[src/rtl/raddr_responder.sv]
// rtl/raddr_responder.sv - AXI4 read-slave responder serving AR bursts from a local SRAM
// AR queue feeds a two-state issue FSM; a 2-entry R buffer with credit flow control drives the R channel.
module raddr_responder #(
  parameter int DATA_W   = 512,
  parameter int MEM_AW   = 12,
  parameter int AR_DEPTH = 4
) (
  input  logic              clk,
  input  logic              rst_n,
  input  logic [63:0]       s_axi_araddr,
  input  logic [7:0]        s_axi_arlen,
  input  logic              s_axi_arvalid,
  output logic              s_axi_arready,
  output logic [DATA_W-1:0] s_axi_rdata,
  output logic [1:0]        s_axi_rresp,
  output logic              s_axi_rlast,
  output logic              s_axi_rvalid,
  input  logic              s_axi_rready,
  output logic              mem_rd_en,
  output logic [MEM_AW-1:0] mem_rd_addr,
  input  logic [DATA_W-1:0] mem_rd_data,
  output logic              busy
);

  localparam int BYTE_SH = $clog2(DATA_W / 8);
  localparam int QAW     = $clog2(AR_DEPTH);
  localparam int HI      = MEM_AW + BYTE_SH;

  localparam logic [QAW:0]       AQ_ONE   = {{QAW{1'b0}}, 1'b1};
  localparam logic [MEM_AW-1:0]  WORD_ONE = {{(MEM_AW-1){1'b0}}, 1'b1};

  typedef enum logic {S_IDLE, S_BURST} state_e;

  // AR queue holds the already-decoded word address and range-error flag
  logic [MEM_AW-1:0] aq_word_q [AR_DEPTH];
  logic              aq_err_q  [AR_DEPTH];
  logic [7:0]        aq_len_q  [AR_DEPTH];
  logic [QAW:0]      aq_wr_q, aq_rd_q;
  logic              aq_empty, aq_full, aq_push, aq_pop;
  logic [MEM_AW-1:0] head_word;
  logic              head_err;
  logic [7:0]        head_len;
  logic              unused_addr_bits;

  assign unused_addr_bits = ^s_axi_araddr[BYTE_SH-1:0];
  assign aq_empty  = (aq_wr_q == aq_rd_q);
  assign aq_full   = (aq_wr_q[QAW] != aq_rd_q[QAW]) &&
                     (aq_wr_q[QAW-1:0] == aq_rd_q[QAW-1:0]);
  assign aq_push   = s_axi_arvalid && !aq_full;
  assign head_word = aq_word_q[aq_rd_q[QAW-1:0]];
  assign head_err  = aq_err_q[aq_rd_q[QAW-1:0]];
  assign head_len  = aq_len_q[aq_rd_q[QAW-1:0]];
  assign s_axi_arready = !aq_full;

  always_ff @(posedge clk) begin
    if (aq_push) begin
      aq_word_q[aq_wr_q[QAW-1:0]] <= s_axi_araddr[HI-1:BYTE_SH];
      aq_err_q[aq_wr_q[QAW-1:0]]  <= |s_axi_araddr[63:HI];
      aq_len_q[aq_wr_q[QAW-1:0]]  <= s_axi_arlen;
    end
  end

  always_ff @(posedge clk or negedge rst_n) begin
    if (!rst_n) begin
      aq_wr_q <= '0;
      aq_rd_q <= '0;
    end else begin
      if (aq_push) aq_wr_q <= aq_wr_q + AQ_ONE;
      if (aq_pop)  aq_rd_q <= aq_rd_q + AQ_ONE;
    end
  end

  // R buffer and the one-cycle SRAM read stage in front of it
  logic [DATA_W-1:0] rb_data_q [2];
  logic [1:0]        rb_resp_q [2];
  logic              rb_last_q [2];
  logic              rb_wr_q, rb_rd_q;
  logic [1:0]        rb_cnt_q;
  logic              infl_q, infl_err_q, infl_last_q;
  logic              rb_push, rb_pop;
  logic [1:0]        used;
  logic              credit;

  assign rb_push = infl_q;
  assign rb_pop  = s_axi_rvalid && s_axi_rready;
  // A beat leaving this cycle frees its slot, which keeps 1 beat/clk sustainable
  assign used    = rb_cnt_q + {1'b0, infl_q} - {1'b0, rb_pop};
  assign credit  = (used < 2'd2);

  assign s_axi_rvalid = (rb_cnt_q != 2'd0);
  assign s_axi_rdata  = s_axi_rvalid ? rb_data_q[rb_rd_q] : '0;
  assign s_axi_rresp  = s_axi_rvalid ? rb_resp_q[rb_rd_q] : 2'b00;
  assign s_axi_rlast  = s_axi_rvalid && rb_last_q[rb_rd_q];

  always_ff @(posedge clk) begin
    if (rb_push) begin
      rb_data_q[rb_wr_q] <= infl_err_q ? '0 : mem_rd_data;
      rb_resp_q[rb_wr_q] <= infl_err_q ? 2'b10 : 2'b00;
      rb_last_q[rb_wr_q] <= infl_last_q;
    end
  end

  // Issue FSM
  state_e            state_q;
  logic [MEM_AW-1:0] wptr_q;
  logic [8:0]        rem_q;
  logic              err_q;
  logic [MEM_AW-1:0] cur_word;
  logic              cur_err, cur_last, have_req, issue;

  always_comb begin
    cur_word = head_word;
    cur_err  = head_err;
    cur_last = (head_len == 8'd0);
    have_req = !aq_empty;
    if (state_q == S_BURST) begin
      cur_word = wptr_q;
      cur_err  = err_q;
      cur_last = (rem_q == 9'd1);
      have_req = 1'b1;
    end
  end

  assign issue       = have_req && credit;
  assign aq_pop      = issue && (state_q == S_IDLE);
  assign mem_rd_en   = issue && !cur_err;
  assign mem_rd_addr = mem_rd_en ? cur_word : '0;
  assign busy        = !aq_empty || (state_q == S_BURST) || infl_q || (rb_cnt_q != 2'd0);

  always_ff @(posedge clk or negedge rst_n) begin
    if (!rst_n) begin
      state_q <= S_IDLE;
      wptr_q  <= '0;
      rem_q   <= '0;
      err_q   <= 1'b0;
    end else begin
      case (state_q)
        S_IDLE: begin
          if (issue) begin
            wptr_q <= head_word + WORD_ONE;
            rem_q  <= {1'b0, head_len};
            err_q  <= head_err;
            if (head_len != 8'd0) state_q <= S_BURST;
          end
        end
        S_BURST: begin
          if (issue) begin
            wptr_q <= wptr_q + WORD_ONE;
            rem_q  <= rem_q - 9'd1;
            if (rem_q == 9'd1) state_q <= S_IDLE;
          end
        end
        default: state_q <= S_IDLE;
      endcase
    end
  end

  always_ff @(posedge clk or negedge rst_n) begin
    if (!rst_n) begin
      infl_q      <= 1'b0;
      infl_err_q  <= 1'b0;
      infl_last_q <= 1'b0;
      rb_wr_q     <= 1'b0;
      rb_rd_q     <= 1'b0;
      rb_cnt_q    <= 2'd0;
    end else begin
      infl_q      <= issue;
      infl_err_q  <= cur_err;
      infl_last_q <= cur_last;
      if (rb_push) rb_wr_q <= ~rb_wr_q;
      if (rb_pop)  rb_rd_q <= ~rb_rd_q;
      case ({rb_push, rb_pop})
        2'b10:   rb_cnt_q <= rb_cnt_q + 2'd1;
        2'b01:   rb_cnt_q <= rb_cnt_q - 2'd1;
        default: rb_cnt_q <= rb_cnt_q;
      endcase
    end
  end

endmodule

[config.mk]
export PLATFORM = sky130hd
export DESIGN_NAME = raddr_responder
export DESIGN_NICKNAME = d
export VERILOG_FILES = /design/src/rtl/raddr_responder.sv
export SDC_FILE = /design/constraint.sdc
export NUM_CORES = 1
export LEC_CHECK = 0
export ABC_CLOCK_PERIOD_IN_PS = 40700
export BUFFER_PORTS_ARGS = -buffer_cell sky130_fd_sc_hd__buf_2
export CORE_AREA = 2 2 438 440
export DETAILED_ROUTE_END_ITERATION = 10
export DIE_AREA = 0 0 440 442
export GPL_ROUTABILITY_DRIVEN = 0
export PLACE_DENSITY = 0.52
export SETUP_SLACK_MARGIN = 0.5
export SYNTH_ARGS = -nofsm -noshare
export SYNTH_HDL_FRONTEND = slang
export SYNTH_SLANG_ARGS = --single-unit
[constraint.sdc]
create_clock -name clk -period 40.7 [get_ports clk]
set_input_delay 2.035 -clock clk [delete_from_list [all_inputs] [get_ports clk]]
set_output_delay 2.035 -clock clk [all_outputs]
set_load 0.02 [all_outputs]
==> results of run 1 <==
-- cells by family (layout without fill, tap and decap cells) --
family	after synthesis	count (layout)	share of synthesized area, %
simple gates	1160	1160	12.3
flops	1148	1148	72.7
mux	550	550	12.0
buf+inv	197	1404	1.66
compound gates	57	57	0.772
xor+xnor	15	15	0.279
fa+ha+maj	8	8	0.212
other cells	1	63	0.00795
-- per-layer routing --
layer	part of all wire, %	vias up
li1	-	13600
met1	40	15000
met2	49	972
met3	7.5	303
met4	4.0	28
met5	0.12	-
-- worst paths after layout --
check	endpoint	slack, ps
setup reg to reg	rb_data_q[1][382]	35140
hold / removal	rb_last_q[0]	450
max in group asynchronous	infl_err_q	38670
setup / recovery	s_axi_rdata[394]	33630
hold reg to reg	rb_last_q[0]	450
min in group asynchronous	rem_q[7]	1390
-- per-stage QoR --
step	hold slack (ps)	instances	power [W]	setup slack, ps	instance area, um2
3_5_place_dp	435	6617	0.00469	33950	55500
6_report	446	6916	0.00579	33630	59900
3_3_place_gp	430	6617	0.00467	33980	55500
4_1_cts	449	6854	0.00587	33530	59800
5_1_grt	468	6910	0.00610	33330	59900
2_1_floorplan	420	3136	0.00400	16220	47100
-- worst register-to-register path, stage by stage, from the launching register on --
cell and delay [ps]:
dfrtp_1 490, and2_4 680, buf_4 890, buf_4 840, buf_4 890, buf_4 590
buf_4 730
-- area by class of cell --
class,instances,area (um2)
clock buffer,164,3580
tap,2511,3140
clock inverter,73,654
sequential,1148,34300
inverter,9,33.8
timing repair buffer,1158,5950
fill,19100,130000
multi-input combinational,1791,12100
antenna,62,155
-- cells in the mapped netlist (all sizes together) (2+ instances only) --
| cell | n | area share, % |
|---|---|---|
| or3 | 2 | 0.027 |
| and3 | 4 | 0.053 |
| o31ai | 3 | 0.048 |
| nor3 | 4 | 0.042 |
| nand2 | 41 | 0.33 |
| o21ai | 22 | 0.24 |
| nand4b | 3 | 0.056 |
| nor2 | 538 | 4.3 |
| o21bai | 2 | 0.032 |
| xnor2 | 6 | 0.11 |
| or4 | 4 | 0.072 |
| ha | 8 | 0.21 |
| nand3 | 15 | 0.16 |
| nor2b | 516 | 6.9 |
| a31oi | 3 | 0.040 |
| dfrtp | 36 | 1.9 |
| a21oi | 7 | 0.074 |
| a21boi | 2 | 0.032 |
| clkbuf | 134 | 1.1 |
| inv | 8 | 0.064 |
| mux4 | 12 | 0.57 |
| nand4 | 5 | 0.066 |
| xor2 | 9 | 0.17 |
| buf | 54 | 0.52 |
| nand2b | 2 | 0.027 |
| a22oi | 6 | 0.096 |
| nor4 | 16 | 0.21 |
| edfxtp | 1112 | 71 |
| a2bb2oi | 5 | 0.093 |
| and2 | 6 | 0.080 |
| o22ai | 4 | 0.053 |
| mux2i | 537 | 11 |
| nor4b | 2 | 0.037 |
-- where the power goes --
part / switching [W] / total (W) / internal [W]
clock network: 0.000481 / 0.00116 / 0.000683
registers: 0.000146 / 0.00215 / 0.00200
logic: 0.00179 / 0.00248 / 0.000691
-- registers in the layout, summed over array words and instances (netlist names), 3 cells and up --
register   count
rb_data_q   1024
aq_word_q     48
aq_len_q      32
wptr_q        12
rem_q          9
aq_err_q       4
aq_rd_q        3
aq_wr_q        3
-- cells in the final DEF, fill, tap and decap left out, types with 3 or more instances in the layout --
| master | synthesis | routed |
|---|---|---|
| edfxtp_1 | 1112 | 1112 |
| buf_2 | 3 | 1111 |
| mux2i_1 | 537 | 537 |
| nor2_1 | 538 | 537 |
| nor2b_1 | 515 | 514 |
| clkbuf_16 | 0 | 139 |
| diode_2 | 0 | 62 |
| buf_4 | 4 | 44 |
| nand2_1 | 41 | 41 |
| dfrtp_1 | 36 | 33 |
| clkinv_1 | 1 | 30 |
| clkbuf_1 | 134 | 24 |
| clkinv_2 | 0 | 21 |
| o21ai_0 | 18 | 18 |
| nor4_1 | 16 | 16 |
| nand3_1 | 15 | 15 |
| mux4_2 | 12 | 12 |
| xor2_1 | 9 | 9 |
| bufinv_16 | 0 | 9 |
| inv_1 | 8 | 8 |
| ha_1 | 8 | 8 |
| a21oi_1 | 7 | 7 |
| a22oi_1 | 6 | 6 |
| xnor2_1 | 6 | 6 |
| a2bb2oi_1 | 5 | 5 |
| and2_1 | 6 | 5 |
| nand4_1 | 5 | 5 |
| clkinv_8 | 0 | 5 |
| and3_1 | 4 | 4 |
| nor3_1 | 4 | 4 |
| o22ai_1 | 4 | 4 |
| inv_6 | 0 | 4 |
| o21ai_1 | 3 | 3 |
| or4_1 | 3 | 3 |
| nand4b_1 | 3 | 3 |
| a31oi_1 | 3 | 3 |
| o31ai_1 | 3 | 3 |
| clkinv_4 | 0 | 3 |
| buf_12 | 0 | 3 |
==> results.yml, run 1 <==
outcome:
  status: "complete, no violations"
worst_hold_path:
  hold_depth: 0
  worstHoldStart: "infl_last_q"
  hold_class: "reg2reg"
cts:
  clk_latency_ps: 770
  cts_setup_buffers: 0
  clock_sinks: 1148
  clockBufferDepth: 3
  clk_pin_slew_ps: 60
  cts.root.buffer_cell: "clkbuf_16"
  numCtsBuffers: 133
  ctsHoldBuffers: 0
  tritoncts: "built"
  cts.repair.resized: 0
  htreeDepth: 4
timing:
  grt_setup_unrepaired: "false"
  slew_headroom_pct: 30.8
  finalCritPeriodShare_pct: 17.4
  period_minus_slack_ps: 7070
  skew_ps: 22.0
  drv_slew: 0
  worstMarginPinSlew_ps: 1040
  fin_tns_setup_ps: 0
  final-setup-viol-count: 0
  fmax_ghz: 0.142
  hold_viol: 0
setup_path:
  crit_top_cell: "buf_4"
  crit_chain: "nor2_4 -> buf_4 -> buf_4 -> buf_4 -> buf_4 -> nor2_1 -> buf_2"
  path_buf_inv: 5
  rr_startpoint: "infl_q"
  endpoint_kind: "output pin"
  worstPathArrival_ps: 5030
  cp.depth: 7
  worstPathRequired_ps: 38660
  worst_path_dominant_cell_family: "buffers and inverters"
  critPathMaxStageDelay_ps: 880
  critPathKind: "reg2out"
  path_max_fanout: 87
  startpoint: "rb_cnt_q[1]"
  critPathLaunchType: "flip-flop"
  slowest_stage: "buf_4"
  rr_worst_depth: 6
global_routing:
  top_usage_layer: "met2"
  grt_pass1_vias: 29700
  grt_use_met2_pct: 24.7
  grtUsageMet1_pct: 17.9
  grt_max_degree: 127
  grt_pass1_wl_um: 213000
  met3_usage_pct: 5.17
  grt_antenna_before_repair: 92
  grt_use_total_pct: 15.2
  grt_overflow_total: 0
route:
  drt-total-wl_um: 155000
  drc_errors: 0
  viasPerCell: 4.32
  wire_per_inst_um: 22.4
  first_iter_violations: 1819
  drt_first_pass_iters: 5
  num_vias: 29800
  ant_nets: 0
logic_synthesis:
  synthesis.nets: 3732
  synthesis.area_mm2: 0.0471
  synth_cells: 3136
  synth_edf_count: 1112
  ys_seq_area_share_pct: 72.7
  ys_warn_count: 0
  syn_avg_cell_area_um2: 15.0
  ys_ff_latch: 1148
  ys_types: 48
  async_reset_ff_share_pct: 3.14
  synth_ff_type: "edfxtp_1"
floorplan:
  coreArea_mm2: 0.190
  dieWidth_um: 440
  die_h_um: 442
  initial_core_util_pct: 24.9
  ios: 1119
  die_area_mm2: 0.194
  rows: 160
power_and_ir_drop:
  power_density_mw_per_mm2: 96.7
  p_leak_nw: 24.2
  ir_drop_v: 0.0000537
layout:
  syn2layout_area_growth_pct: 27.1
  finish.utilization_pct: 31.6
  final_net_count: 4837
  drive_above_1_share_pct: 31.4
job:
  cap_violations: 0
placed_design:
  portBuffers: 1111
  hpwl_um: 111000
(Power assumes the default switching activity.)
==> inputs of run 2 (changes only) <==
--- a/config.mk
+++ b/config.mk
@@ -5,11 +5,12 @@
 export SDC_FILE = /design/constraint.sdc
 export NUM_CORES = 1
 export LEC_CHECK = 0
-export ABC_CLOCK_PERIOD_IN_PS = 40700
+export ABC_AREA = 1
+export ABC_CLOCK_PERIOD_IN_PS = 7300
 export BUFFER_PORTS_ARGS = -buffer_cell sky130_fd_sc_hd__buf_2
-export CORE_AREA = 2 2 438 440
+export CORE_AREA = 2 2 442 444
 export DETAILED_ROUTE_END_ITERATION = 10
-export DIE_AREA = 0 0 440 442
+export DIE_AREA = 0 0 444 446
 export GPL_ROUTABILITY_DRIVEN = 0
 export PLACE_DENSITY = 0.52
 export SETUP_SLACK_MARGIN = 0.5
==> constraint.sdc (replaced) <==
create_clock -name clk -period 7.3 [get_ports clk]
set_input_delay 0.365 -clock clk [delete_from_list [all_inputs] [get_ports clk]]
set_output_delay 0.365 -clock clk [all_outputs]
set_load 0.02 [all_outputs]
==> results.yml, run 2 <==
logic_synthesis:
  synth_ff_type: "edfxtp_1"
  synth_cells: 4437
  syn_avg_cell_area_um2: 10.8
  ys_ff_latch: 1148
  synthesis.nets: 5033
  synth_edf_count: 1112
  synth.area.top_cells: "edfxtp_1 70%, nand2_1 9.4%, a21oi_1 5.4%, inv_1 4.6%, nor2_1 4.3%"
  yosysMostFrequentCell: "nand2_1"
  yosys.area.top_type: "edfxtp_1"
  ys_warn_count: 0
  ys_seq_area_share_pct: 71.6
  yosys.area.top_type_share_pct: 69.7
  async_reset_ff_share_pct: 3.14
  synthesis.area_mm2: 0.0479
  synth_common_cells: "1197 x nand2_1, 1112 x edfxtp_1, 588 x inv_1, 550 x nor2_1, 520 x a21oi_1"
  ys_types: 42
timing:
  fmax_ghz: 0.226
  period_minus_slack_ps: 4430
  grt_setup_unrepaired: "false"
  fin_tns_setup_ps: 0
  drv_slew: 0
  skew_ps: 29.7
  finalCritPeriodShare_pct: 60.7
  worst_slack_ps: 2870
  final-setup-viol-count: 0
  slew_headroom_pct: 24.4
  hold_viol: 0
  worstMarginPinSlew_ps: 1130
  fin_hold_ws_ps: 54.3
setup_path:
  endpoint_kind: "output pin"
  path_max_fanout: 75
  critPathLaunchType: "flip-flop"
  worstPathArrival_ps: 4070
  critPathKind: "reg2out"
  worstPathRequired_ps: 6930
route:
  drc_errors: 0
  drt_first_pass_iters: 5
  num_vias: 37500
  drt-total-wl_um: 175000
  first_iter_violations: 2948
  ant_nets: 0
  viasPerCell: 4.32
  wire_per_inst_um: 20.1
layout:
  syn2layout_area_growth_pct: 37.3
  final_common_cell: "nand2_1"
  drive_above_1_share_pct: 22.6
  mostFrequentLayoutCells: "1197 x nand2_1, 1112 x edfxtp_1, 1111 x buf_2"
  final_net_count: 6605
  regMostFlops: "rb_data_q"
  largest_reg_flops: 1024
power_and_ir_drop:
  ir_drop_v: 0.000336
  switching_share_pct: 43.8
  power_density_mw_per_mm2: 489
  seqPwrFrac_pct: 36.0
  pwr-share-comb_pct: 43.8
  netSwitchingPower_w: 0.0141
  power.internal_w: 0.0181
  p_leak_nw: 28.3
  clkPwrFrac_pct: 20.2
floorplan:
  die_area_mm2: 0.198
  die_h_um: 446
  initial_core_util_pct: 24.7
  rows: 162
  dieWidth_um: 444
  coreArea_mm2: 0.194
  ios: 1119
placed_design:
  hpwl_um: 118000
  place_ws_ps: 3700
  portBuffers: 1111
cts:
  clockBufferDepth: 3
  clk_pin_slew_ps: 60
  ctsHoldBuffers: 529
  clock_sinks: 1148
  numCtsBuffers: 136
  clk_latency_ps: 780
  cts.root.buffer_cell: "clkbuf_16"
  cts_setup_buffers: 0
  htreeDepth: 4
  cts.repair.resized: 0
  tritoncts: "built"
job:
  cap_violations: 0
global_routing:
  grt_antenna_before_repair: 50
  grt_use_total_pct: 16.7
  grt_max_degree: 152
  grt_overflow_total: 0
  grt_pass1_vias: 36500
  grt_pass1_wl_um: 245000
worst_hold_path:
  hold_class: "in2reg"
outcome:
  status: "complete, no violations"
-- run 2: power groups by stage --
stage | registers (W) | logic [W] | clock network [W]
after floorplan | 0.0121 | 0.00832 | 0
after global placement | 0.0116 | 0.0139 | 0
after detailed placement | 0.0117 | 0.0139 | 0
after CTS | 0.0116 | 0.0142 | 0.00665
after global routing | 0.0118 | 0.0152 | 0.00688
final | 0.0116 | 0.0141 | 0.00650
-- run 2: area by class of cell --
type                       count  area (um2)
antenna                       32        80.1
clock buffer                 173        3640
clock inverter                68         593
fill                       19600      128000
inverter                     597        2260
multi-input combinational   2441       10300
sequential                  1148       34300
tap                         2542        3180
timing repair buffer        1685       11400
-- run 2: path summary, 6_finish.rpt --
path	from	endpoint	slack [ps]	cells past startpoint
setup / recovery	rb_rd_q	s_axi_rdata[80]	2870	5
min in group asynchronous	rst_n	aq_wr_q[1]	260	2
max in group asynchronous	rst_n	infl_err_q	6340	2
setup reg to reg	infl_q	rb_data_q[0][396]	4440	4
hold / removal	mem_rd_data[282]	rb_data_q[0][282]	50	3
hold reg to reg	wptr_q[10]	wptr_q[10]	480	2
-- run 2: critical path: stages, from the launching register on --
cell,delay (ps)
dfrtp_4,800
buf_4,640
buf_4,840
nand2_1,100
a21oi_1,480
buf_2,270
-- run 2: logic make-up (layout without fill, tap and decap cells) --
group / after synthesis / after routing / share of synthesized area [%]
other: 1 / 33 / 0.00783
and+or+nand+nor: 1847 / 1847 / 15.0
AOI/OAI and AO/OA: 572 / 572 / 6.07
buffers and inverters: 848 / 2523 / 6.85
xor gates and xnor gates: 13 / 13 / 0.253
DFF: 1148 / 1148 / 71.6
adders and majority gates: 8 / 8 / 0.209
-- run 2: routing by layer --
metal / wire [um] / global-route usage [%]
met1: 67300 / 20.0
met2: 85600 / 27.9
met3: 14700 / 5.14
met4: 6930 / 7.18
met5: 76 / 0
-- run 2: metrics by stage --
step	std cells	cell area [um2]	power, W	utilization [%]
final	8686	65700	0.0321	34.0
after detailed placement	7884	56100	0.0256	29.0
after global routing	8678	65700	0.0339	33.9
after global placement	7884	56100	0.0255	29.0
after CTS	8654	65700	0.0325	33.9
after floorplan	4437	47900	0.0205	-
